===== config.mk =====
export PLATFORM = sky130hd
export DESIGN_NAME = vga_pattern_sequencer
export DESIGN_NICKNAME = d
export VERILOG_FILES = /design/src/rtl/vga_pkg.sv /design/src/rtl/vga_pos_counter.sv /design/src/rtl/vga_pattern_sequencer.sv
export SDC_FILE = /design/constraint.sdc
export NUM_CORES = 1
export LEC_CHECK = 0
export BUFFER_PORTS_ARGS = -buffer_cell sky130_fd_sc_hd__buf_4
export CORE_MARGIN = 2
export CORE_UTILIZATION = 30
export CTS_BUF_LIST = sky130_fd_sc_hd__clkbuf_16
export DETAILED_ROUTE_END_ITERATION = 8
export PLACE_DENSITY = 0.46
export SYNTH_ARGS = -nofsm -noshare
export SYNTH_HDL_FRONTEND = slang
export SYNTH_SLANG_ARGS = --single-unit

===== constraint.sdc =====
create_clock -name i_vga_clk -period 4.5 [get_ports i_vga_clk]
set_input_delay 1.125 -clock i_vga_clk [delete_from_list [all_inputs] [get_ports i_vga_clk]]
set_output_delay 1.125 -clock i_vga_clk [all_outputs]
set_load 0.05 [all_outputs]

===== src/rtl/vga_pkg.sv =====
// Shared timing defaults, pattern encoding and pixel type for the VGA test-pattern sequencer.
package vga_pkg;

  localparam int DEF_H_TOTAL  = 800;
  localparam int DEF_V_TOTAL  = 525;
  localparam int DEF_H_ACTIVE = 640;
  localparam int DEF_V_ACTIVE = 480;

  typedef enum logic [1:0] {
    PAT_BARS = 2'd0,
    PAT_LINE = 2'd1,
    PAT_GRAD = 2'd2,
    PAT_BAD  = 2'd3
  } pattern_e;

  typedef struct packed {
    logic [7:0] red;
    logic [7:0] green;
    logic [7:0] blue;
  } rgb_t;

  // The gradient taps hcount[9:2], so the horizontal counter is never narrower than 10 bits.
  function automatic int posWidth(input int total);
    return ($clog2(total) < 10) ? 10 : $clog2(total);
  endfunction

endpackage


===== src/rtl/vga_pos_counter.sv =====
// Raster position counters: hcount/vcount, end-of-frame strobe and visible-region flag.
module vga_pos_counter
  import vga_pkg::*;
#(
  parameter int H_TOTAL  = DEF_H_TOTAL,
  parameter int V_TOTAL  = DEF_V_TOTAL,
  parameter int H_ACTIVE = DEF_H_ACTIVE,
  parameter int V_ACTIVE = DEF_V_ACTIVE,
  parameter int HW       = posWidth(DEF_H_TOTAL),
  parameter int VW       = $clog2(DEF_V_TOTAL)
) (
  input  logic          i_clk,
  input  logic          i_srst,
  output logic [HW-1:0] o_hcount,
  output logic [VW-1:0] o_vcount,
  output logic          o_wrap,
  output logic          o_visible
);

  logic [HW-1:0] r_hcount;
  logic [VW-1:0] r_vcount;
  logic          w_hLast;
  logic          w_vLast;

  assign w_hLast = (r_hcount == HW'(H_TOTAL - 1));
  assign w_vLast = (r_vcount == VW'(V_TOTAL - 1));

  always_ff @(posedge i_clk) begin
    if (i_srst) begin
      r_hcount <= '0;
      r_vcount <= '0;
    end else if (w_hLast) begin
      r_hcount <= '0;
      r_vcount <= w_vLast ? '0 : r_vcount + 1'b1;
    end else begin
      r_hcount <= r_hcount + 1'b1;
    end
  end

  assign o_hcount  = r_hcount;
  assign o_vcount  = r_vcount;
  assign o_wrap    = w_hLast && w_vLast;
  assign o_visible = (r_hcount < HW'(H_ACTIVE)) && (r_vcount < VW'(V_ACTIVE));

endmodule


===== src/rtl/vga_pattern_sequencer.sv =====
// Frame-aligned pattern scheduler: BARS -> LINE -> GRAD, switching only at the frame wrap.
// Define PATTERN_AUTO_CYCLE_EN to also advance every FRAMES_PER_PATTERN frames (gated by i_hold).
module vga_pattern_sequencer
  import vga_pkg::*;
#(
  parameter int H_TOTAL            = DEF_H_TOTAL,
  parameter int V_TOTAL            = DEF_V_TOTAL,
  parameter int H_ACTIVE           = DEF_H_ACTIVE,
  parameter int V_ACTIVE           = DEF_V_ACTIVE,
  parameter int FRAMES_PER_PATTERN = 60
) (
  input  logic       i_vga_clk,
  input  logic       i_srst,
  input  logic       i_next_req,
  input  logic       i_hold,
  output logic [7:0] o_red,
  output logic [7:0] o_green,
  output logic [7:0] o_blue,
  output logic       o_active,
  output logic       o_frame_start,
  output logic [1:0] o_pattern_id
);

  localparam int HW = posWidth(H_TOTAL);
  localparam int VW = $clog2(V_TOTAL);

  logic [HW-1:0] w_hcount;
  logic [VW-1:0] w_vcount;
  logic          w_wrap;
  logic          w_visible;
  logic          w_advance;
  pattern_e      r_state;
  pattern_e      w_stateNext;
  logic          r_pending;
  rgb_t          w_pixel;
  rgb_t          r_pixel;
  logic          r_active;
  logic          r_frameStart;

  vga_pos_counter #(
    .H_TOTAL (H_TOTAL),
    .V_TOTAL (V_TOTAL),
    .H_ACTIVE(H_ACTIVE),
    .V_ACTIVE(V_ACTIVE),
    .HW      (HW),
    .VW      (VW)
  ) uPosCounter (
    .i_clk    (i_vga_clk),
    .i_srst   (i_srst),
    .o_hcount (w_hcount),
    .o_vcount (w_vcount),
    .o_wrap   (w_wrap),
    .o_visible(w_visible)
  );

`ifdef PATTERN_AUTO_CYCLE_EN
  localparam int FCW = $clog2(FRAMES_PER_PATTERN + 1);
  logic [FCW-1:0] r_frameCnt;

  // Manual and auto triggers are OR-ed, so a coincident pair still yields one advance.
  assign w_advance = w_wrap && (r_pending || i_next_req ||
                     (!i_hold && (r_frameCnt == FCW'(FRAMES_PER_PATTERN - 1))));

  always_ff @(posedge i_vga_clk) begin
    if (i_srst) begin
      r_frameCnt <= '0;
    end else if (w_advance) begin
      r_frameCnt <= '0;
    end else if (w_wrap && !i_hold) begin
      r_frameCnt <= r_frameCnt + 1'b1;
    end
  end
`else
  logic w_unusedHold;
  assign w_unusedHold = i_hold;
  assign w_advance    = w_wrap && (r_pending || i_next_req);
`endif

  always_ff @(posedge i_vga_clk) begin
    if (i_srst) begin
      r_state   <= PAT_BARS;
      r_pending <= 1'b0;
    end else begin
      r_state   <= w_stateNext;
      r_pending <= w_wrap ? 1'b0 : (r_pending || i_next_req);
    end
  end

  always_comb begin
    w_stateNext = r_state;
    case (r_state)
      PAT_BARS: if (w_advance) w_stateNext = PAT_LINE;
      PAT_LINE: if (w_advance) w_stateNext = PAT_GRAD;
      PAT_GRAD: if (w_advance) w_stateNext = PAT_BARS;
      default:  w_stateNext = PAT_BARS;
    endcase
  end

  always_comb begin
    w_pixel = '0;
    if (w_visible) begin
      case (r_state)
        PAT_BARS: begin
          if (w_vcount < VW'(V_ACTIVE / 3))          w_pixel = '{8'hFF, 8'h00, 8'h00};
          else if (w_vcount < VW'(2 * V_ACTIVE / 3)) w_pixel = '{8'h00, 8'hFF, 8'h00};
          else                                       w_pixel = '{8'h00, 8'h00, 8'hFF};
        end
        PAT_LINE: begin
          if (w_vcount == VW'(V_ACTIVE / 2)) w_pixel = '{8'hFF, 8'h00, 8'hFF};
          else                               w_pixel = '{8'hFF, 8'hC0, 8'hCB};
        end
        PAT_GRAD: w_pixel = '{w_hcount[9:2], 8'h00, 8'h00};
        default:  w_pixel = '0;
      endcase
    end
  end

  always_ff @(posedge i_vga_clk) begin
    if (i_srst) begin
      r_pixel      <= '0;
      r_active     <= 1'b0;
      r_frameStart <= 1'b0;
    end else begin
      r_pixel      <= w_pixel;
      r_active     <= w_visible;
      r_frameStart <= (w_hcount == '0) && (w_vcount == '0);
    end
  end

  assign o_red         = r_pixel.red;
  assign o_green       = r_pixel.green;
  assign o_blue        = r_pixel.blue;
  assign o_active      = r_active;
  assign o_frame_start = r_frameStart;
  assign o_pattern_id  = r_state;

endmodule


Word level (Yosys, flattened, before mapping)
Cells that the tools add are included.
{"block": "word_totals", "ff_bits": 49, "output_inout_bits": 28, "elab_cells": 45}
{"block": "classes", "add_sub_neg": 2, "n_lt_le_gt_ge": 4, "n_eq_ne": 8, "muxes": 9, "n_bitwise": 1, "reduce_logical": 12}
{"operator": "one-hot mux 24 bit (3 select lines)", "count": 1}
{"operator": "2-to-1 mux 16 bit", "count": 2}
{"operator": "2-to-1 mux 24 bit", "count": 1}
{"operator": "adder 10 x 1 -> 10 bit (second input constant)", "count": 2}
{"operator": "equality test 10 bit (second input constant)", "count": 2}
{"operator": "zero test 10 bit", "count": 2}
{"operator": "less-than comparator 10 x 9 -> 1 bit (second input constant)", "count": 2}
{"operator": "equality test 10 x 8 -> 1 bit (second input constant)", "count": 1}
{"operator": "less-than comparator 10 bit (second input constant)", "count": 1}
{"operator": "less-than comparator 10 x 8 -> 1 bit (second input constant)", "count": 1}
{"operator": "2-to-1 mux 10 bit", "count": 1}
{"operator": "2-to-1 mux 2 bit", "count": 3}
{"operator": "!= test 2 bit (second input constant)", "count": 3}
{"operator": "one-hot mux 2 bit (3 select lines)", "count": 1}
{"operator": "OR reduction 2 bit", "count": 3}
{"operator": "logical AND 1 bit", "count": 4}
{"operator": "AND reduction 3 bit", "count": 1}
{"operator": "equality test 2 x 1 -> 1 bit (second input constant)", "count": 1}
{"operator": "equality test 2 bit (second input constant)", "count": 1}
{"operator": "zero test 2 bit", "count": 1}
{"operator": "logical OR 1 bit", "count": 1}
{"operator": "inverter 1 bit", "count": 1}

Logic depth before layout (Yosys ltp)
{"block": "logic_depth", "ltp_word": 5, "mapped_depth": 6, "depth_no_buf": 5}

Modules after synthesis
From an unflattened synthesis, not the netlist that was laid out.
{"block": "unflattened", "hier_cells": 188, "hier_area_um2": 1704.1}
{"mod": "vga_pos_counter", "n_inst": 1, "cells_per_inst": 107, "area_per_inst_um2": 945.9}
{"mod": "vga_pattern_sequencer", "n_inst": 1, "cells_per_inst": 81, "area_per_inst_um2": 758.2}

Worst setup path after synthesis
OpenSTA, ideal clock, no wires.
{"block": "synth_path", "path_kind": "reg2out", "start": "register o_green[5] (netlist name)", "end": "output port o_green[1]", "arrival_time_ns": 0.973, "t_required_ns": 3.375, "path_slack_ns": 2.402, "stages_incl_launch_ff": 2, "n_path_buf": 1, "path_cell_list": "dfxtp_1 > buf_4"}
{"element": "end, declared", "line": "vga_pattern_sequencer.sv:17", "text": "output logic [7:0] o_green,"}

Worst setup path in the final report
{"block": "layout_path", "start": "register r_state[1] (netlist: o_pattern_id[1])", "end": "output port o_pattern_id[1]"}
{"element": "start, declared", "line": "vga_pattern_sequencer.sv:32", "text": "pattern_e r_state;"}
{"element": "start signal, assigned", "line": "vga_pattern_sequencer.sv:84", "text": "r_state <= w_stateNext;"}
{"element": "end, declared", "line": "vga_pattern_sequencer.sv:21", "text": "output logic [1:0] o_pattern_id"}
No word-level cell between the ends.

==> results by stage <==
Outcome:
- The flow ran to the end, and the final reports show no timing, DRC or antenna violations.

Clock network:
- The clock insertion delay at the later pin of the skew report is 0.28 ns.
- The number of setup buffers added after CTS is 0.
- The tree is rooted in a sky130_fd_sc_hd__clkbuf_16.
- The H-tree generated during clock tree synthesis spans 2 levels.
- Clock-pin slew was measured on the worst setup and hold paths at 0.05 ns.
- In this run, post-CTS repair resized a total of 0 instances.
- The tree built by TritonCTS fans out to 37 sinks.
- Hold repair after CTS inserted 0 buffers.
- No sink is reached through more buffers than the 2 on the longest clock path.
- In this run, CTS created clock tree buffers numbering 5.
- TritonCTS built the clock tree.

Logic synthesis:
- Yosys mapped a number of flops with a built-in enable equal to 0.
- After synthesis, the cell types taking the most area are sky130_fd_sc_hd__dfxtp_1, sky130_fd_sc_hd__xnor2_1, sky130_fd_sc_hd__buf_4, sky130_fd_sc_hd__nor2_1, sky130_fd_sc_hd__a21oi_1.
- The number of instances in the synthesized netlist is 190.
- The fraction of synthesized cell area taken by the top area cell type is 44.7%.
- The adder-cell area share of the yosys netlist is between 3 and 4%.
- Synthesis produced a netlist with a net count of roughly 200.
- Synthesis inferred 37 register bits.
- After synthesis, flip-flops and latches occupy 44.7% of the total area.
- For this run, the number of Yosys warnings is 0.
- Sorting the synthesized cells by how often they occur yields sky130_fd_sc_hd__dfxtp_1, sky130_fd_sc_hd__nor2_1, sky130_fd_sc_hd__inv_1.
- The area of the mapped netlist is 0.00166 mm².
- The biggest area contributor in the post-synthesis netlist is sky130_fd_sc_hd__dfxtp_1.
- After synthesis, the largest family of logic cells by area is simple AND/OR/NAND/NOR gates.
- Measured against the total synthesized area, the mux share comes to 1.81%.
- Averaged over all synthesized cells, the footprint is between 8 and 9 µm².
- The synthesized netlist devotes a little under a quarter of its cell area to simple gates.
- Counting flops with an async set or reset pin after synthesis yields a share of 0%.
- In the post-synthesis netlist, the cell with the most instances is sky130_fd_sc_hd__dfxtp_1.
- The synthesized netlist devotes 8.61% of its cell area to compound gates.
- The most used flip-flop cell after synthesis is sky130_fd_sc_hd__dfxtp_1.
- The unique cell type count in the Yosys netlist is 33.
- Of the total synthesized cell area, the portion taken by XOR and XNOR cells is 6.87%.

Pwr:
- Summed over all cells, the static leakage comes to 0.000767 µW.
- The switching portion of total power is 21.0%.
- The peak supply drop is 0.174 mV.
- The clock group share of total power is 49.8%.
- The internal portion of the total power is 606 µW.
- Power spread over the standard cell area amounts to approximately 380 mW/mm².
- The sequential fraction of design power is 44.4%.
- Per report_power, the combinational group accounts for 5.8% of the total.
- Summed over all nets, the switching power comes to around 160 µW.

Floorplan:
- The chip height is 78.3 µm.
- The core footprint is 0.00541 mm².
- For this configuration, the core starts out at a cell density of ~31%.
- After floorplanning, the core was divided into 27 placement rows.
- 32 I/O pins were placed.
- The overall die area is ~0.0061 mm².
- The die width is roughly 78 µm.

Finish:
- The share of cells above drive strength 1 is between 10% and 20%.
- The post-synthesis to final-layout area growth is 21.3%.
- The number of antenna repair diodes is 0.
- The cell area after layout is roughly 0.002 mm².
- The filler cells instantiated in the layout total 583.
- For this run, the post-layout net count is between 200 and 250.

STA:
- Setup repair after global routing left no endpoint under its margin.
- The smallest clock period supported by the final layout is computed as 2.38 ns.
- The pin slew with the least headroom to its limit is 0.688 ns.
- The clock tree skew after final layout is 0.00482 ns.
- The final hold violation count is 0.
- Dividing the final minimum period by the clock period gives 52.9%.
- In this run the tightest slew margin relative to its limit is around 54%.
- The final setup violation count is 0.
- The post-route worst setup slack is approximately 2.1 ns.
- The accumulated negative setup slack is 0 ns.
- The maximum operating frequency is approximately 420 MHz.
- The final-report max-slew violation count is 0.

Route:
- The detailed-router iteration count before antenna repair is 4.
- The initial DRC count is 61.
- Summed over all layers, the routed wires come to 3.50 mm.
- Once detail routing completed, the nets flagged for antenna violations numbered 0.
- Dividing the detail-routed wire length by the instance count gives 12.5 µm.
- Detailed routing inserted a total of 1300 vias.
- Using the TritonRoute via totals, the vias-per-cell ratio works out to 4.63.
- In the routed design, unresolved DRC markers number 0.

Min path:
- The worst hold path begins at r_pending.
- The type of the worst min-delay path is flop to flop.

Global routing:
- For this run the aggregate overflow at the end of global routing stands at 0.
- The number of antenna violations at the first check in global routing is 0.
- The first global-routing pass estimated 5.64 mm of wire.
- The maximum number of pins on one net before global-route repair is 16.
- For this run, the total global-route usage over all layers was measured as 11.8%.
- The via count of the first global-routing pass came to 1189.

Critical path:
- The worst setup path is captured at an output pin.
- Traced cell by cell, the critical path runs through buf_4.
- The category of cells accounting for the largest share of critical-path delay is flip-flops.
- The critical path arrival is 1.26 ns.
- The slowest stage of the critical path belongs to the cell sky130_fd_sc_hd__dfxtp_1.
- The startpoint identified for the worst register-to-register timing path is uPosCounter.o_hcount[0].
- The critical path in this run is classified as flop to output pin.
- The critical path starts at o_pattern_id[1].
- The sum of buffers and inverters on the critical path is 1.
- The critical path data required time is 3.38 ns.
- The largest incremental delay on the critical path is 0.67 ns.
- STA classifies the critical path startpoint as a flop.
- In this run the worst path has a maximum fanout of 15.

Placed design:
- The pre-CTS setup slack is 2.19 ns.
- After detailed placement, the total cell area comes to 0.00185 mm².
- Routability-driven placement finished with a final weighted congestion of 0.750.
- After legalization and detailed placement, the total HPWL measured 2.54 mm.
- During placement, the flow inserted port buffers numbering 30.

Flow run:
- Max-cap violations in this run came to 0.
[cell type report]
cell class	instances	area (µm²)	area share, %
Multi-Input combinational cell	119	733	36.5
Inverter	16	60.1	2.99
Clock inverter	2	35.0	1.74
Sequential cell	37	741	36.9
Timing Repair Buffer	30	225	11.2
Clock buffer	5	125	6.23
Tap cell	72	90.1	4.48
[registers in the layout, summed over array words and instances (netlist names)]
register and flops:
o_green 2, o_pattern_id 2, uPosCounter.o_vcount 10, o_active 1
uPosCounter.o_hcount 10, r_pending 1, o_blue 2, o_frame_start 1
o_red 8
[power groups by stage]
stage                     logic, µW  registers, µW  clock network, µW
final                          44.6            341                382
after global routing           47.2            341                405
after CTS                      45.2            340                391
after detailed placement       45.1            348                  0
after global placement         45.2            348                  0
after floorplan                14.2            364                  0
[per-stage QoR]
step / hold slack, ns / power, µW / utilization, % / std cells
final: 0.465 / 767 / 37.2 / 281
after detailed placement: 0.462 / 393 / 34.2 / 274
after CTS: 0.475 / 777 / 37.2 / 281
after global routing: 0.484 / 794 / 37.2 / 281
after floorplan: 0.417 / 379 / - / 190
after global placement: 0.444 / 393 / 34.2 / 274
[cell usage in the layout (no fill, tap or decap)]
| cell | synthesis | final |
|---|---|---|
| sky130_fd_sc_hd__dfxtp_1 | 37 | 37 |
| sky130_fd_sc_hd__buf_4 | 12 | 30 |
| sky130_fd_sc_hd__nor2_1 | 23 | 23 |
| sky130_fd_sc_hd__inv_1 | 16 | 16 |
| sky130_fd_sc_hd__a21oi_1 | 13 | 13 |
| sky130_fd_sc_hd__xnor2_1 | 13 | 13 |
| sky130_fd_sc_hd__nand2_1 | 9 | 9 |
| sky130_fd_sc_hd__nand3_1 | 8 | 8 |
| sky130_fd_sc_hd__nand4_1 | 6 | 6 |
| sky130_fd_sc_hd__nor4_1 | 6 | 6 |
| sky130_fd_sc_hd__nor3_1 | 5 | 5 |
| sky130_fd_sc_hd__clkbuf_16 | 0 | 5 |
| sky130_fd_sc_hd__o31ai_1 | 4 | 4 |
| sky130_fd_sc_hd__or4_1 | 4 | 4 |
| sky130_fd_sc_hd__ha_1 | 4 | 4 |
| sky130_fd_sc_hd__mux2i_1 | 3 | 3 |
| sky130_fd_sc_hd__and3_1 | 3 | 3 |
| sky130_fd_sc_hd__or3_1 | 2 | 2 |
| sky130_fd_sc_hd__o21ai_0 | 2 | 2 |
| sky130_fd_sc_hd__a211o_1 | 2 | 2 |
| sky130_fd_sc_hd__and4_1 | 2 | 2 |
| sky130_fd_sc_hd__nand3_2 | 1 | 1 |
| sky130_fd_sc_hd__or2_1 | 1 | 1 |
| sky130_fd_sc_hd__nand4b_1 | 1 | 1 |
| sky130_fd_sc_hd__and4b_1 | 1 | 1 |
| sky130_fd_sc_hd__o21ai_1 | 1 | 1 |
| sky130_fd_sc_hd__and2_1 | 1 | 1 |
| sky130_fd_sc_hd__nor4b_1 | 1 | 1 |
| sky130_fd_sc_hd__nor3b_1 | 1 | 1 |
| sky130_fd_sc_hd__o21a_1 | 1 | 1 |
| sky130_fd_sc_hd__a21boi_0 | 1 | 1 |
| sky130_fd_sc_hd__bufinv_16 | 0 | 1 |
| sky130_fd_sc_hd__clkinv_2 | 0 | 1 |
[worst paths after layout]
path | to | slack, ns | cells past startpoint
setup / recovery | o_pattern_id[1] | 2.12 | 1
hold / removal | r_pending | 0.46 | 2
setup reg to reg | uPosCounter.o_vcount[5] | 2.23 | 5
hold reg to reg | r_pending | 0.46 | 2
[logic make-up (layout without fill, tap and decap cells)]
family | after synthesis | count (layout)
multiplexers | 3 | 3
buffers and inverters | 34 | 53
XOR/XNOR | 13 | 13
flip-flops | 37 | 37
adder cells (fa/ha/maj) | 4 | 4
AND/OR/NAND/NOR | 75 | 75
AO/OA/AOI/OAI | 24 | 24
[routing by layer]
layer | GRT usage (%) | part of all wire, %
met5 | 0 | 0
met2 | 17.5 | 42
met3 | 3.79 | 5.3
met4 | 3.68 | 1.0
met1 | 16.2 | 52
Note: power is estimated with default switching activity, not from simulation.
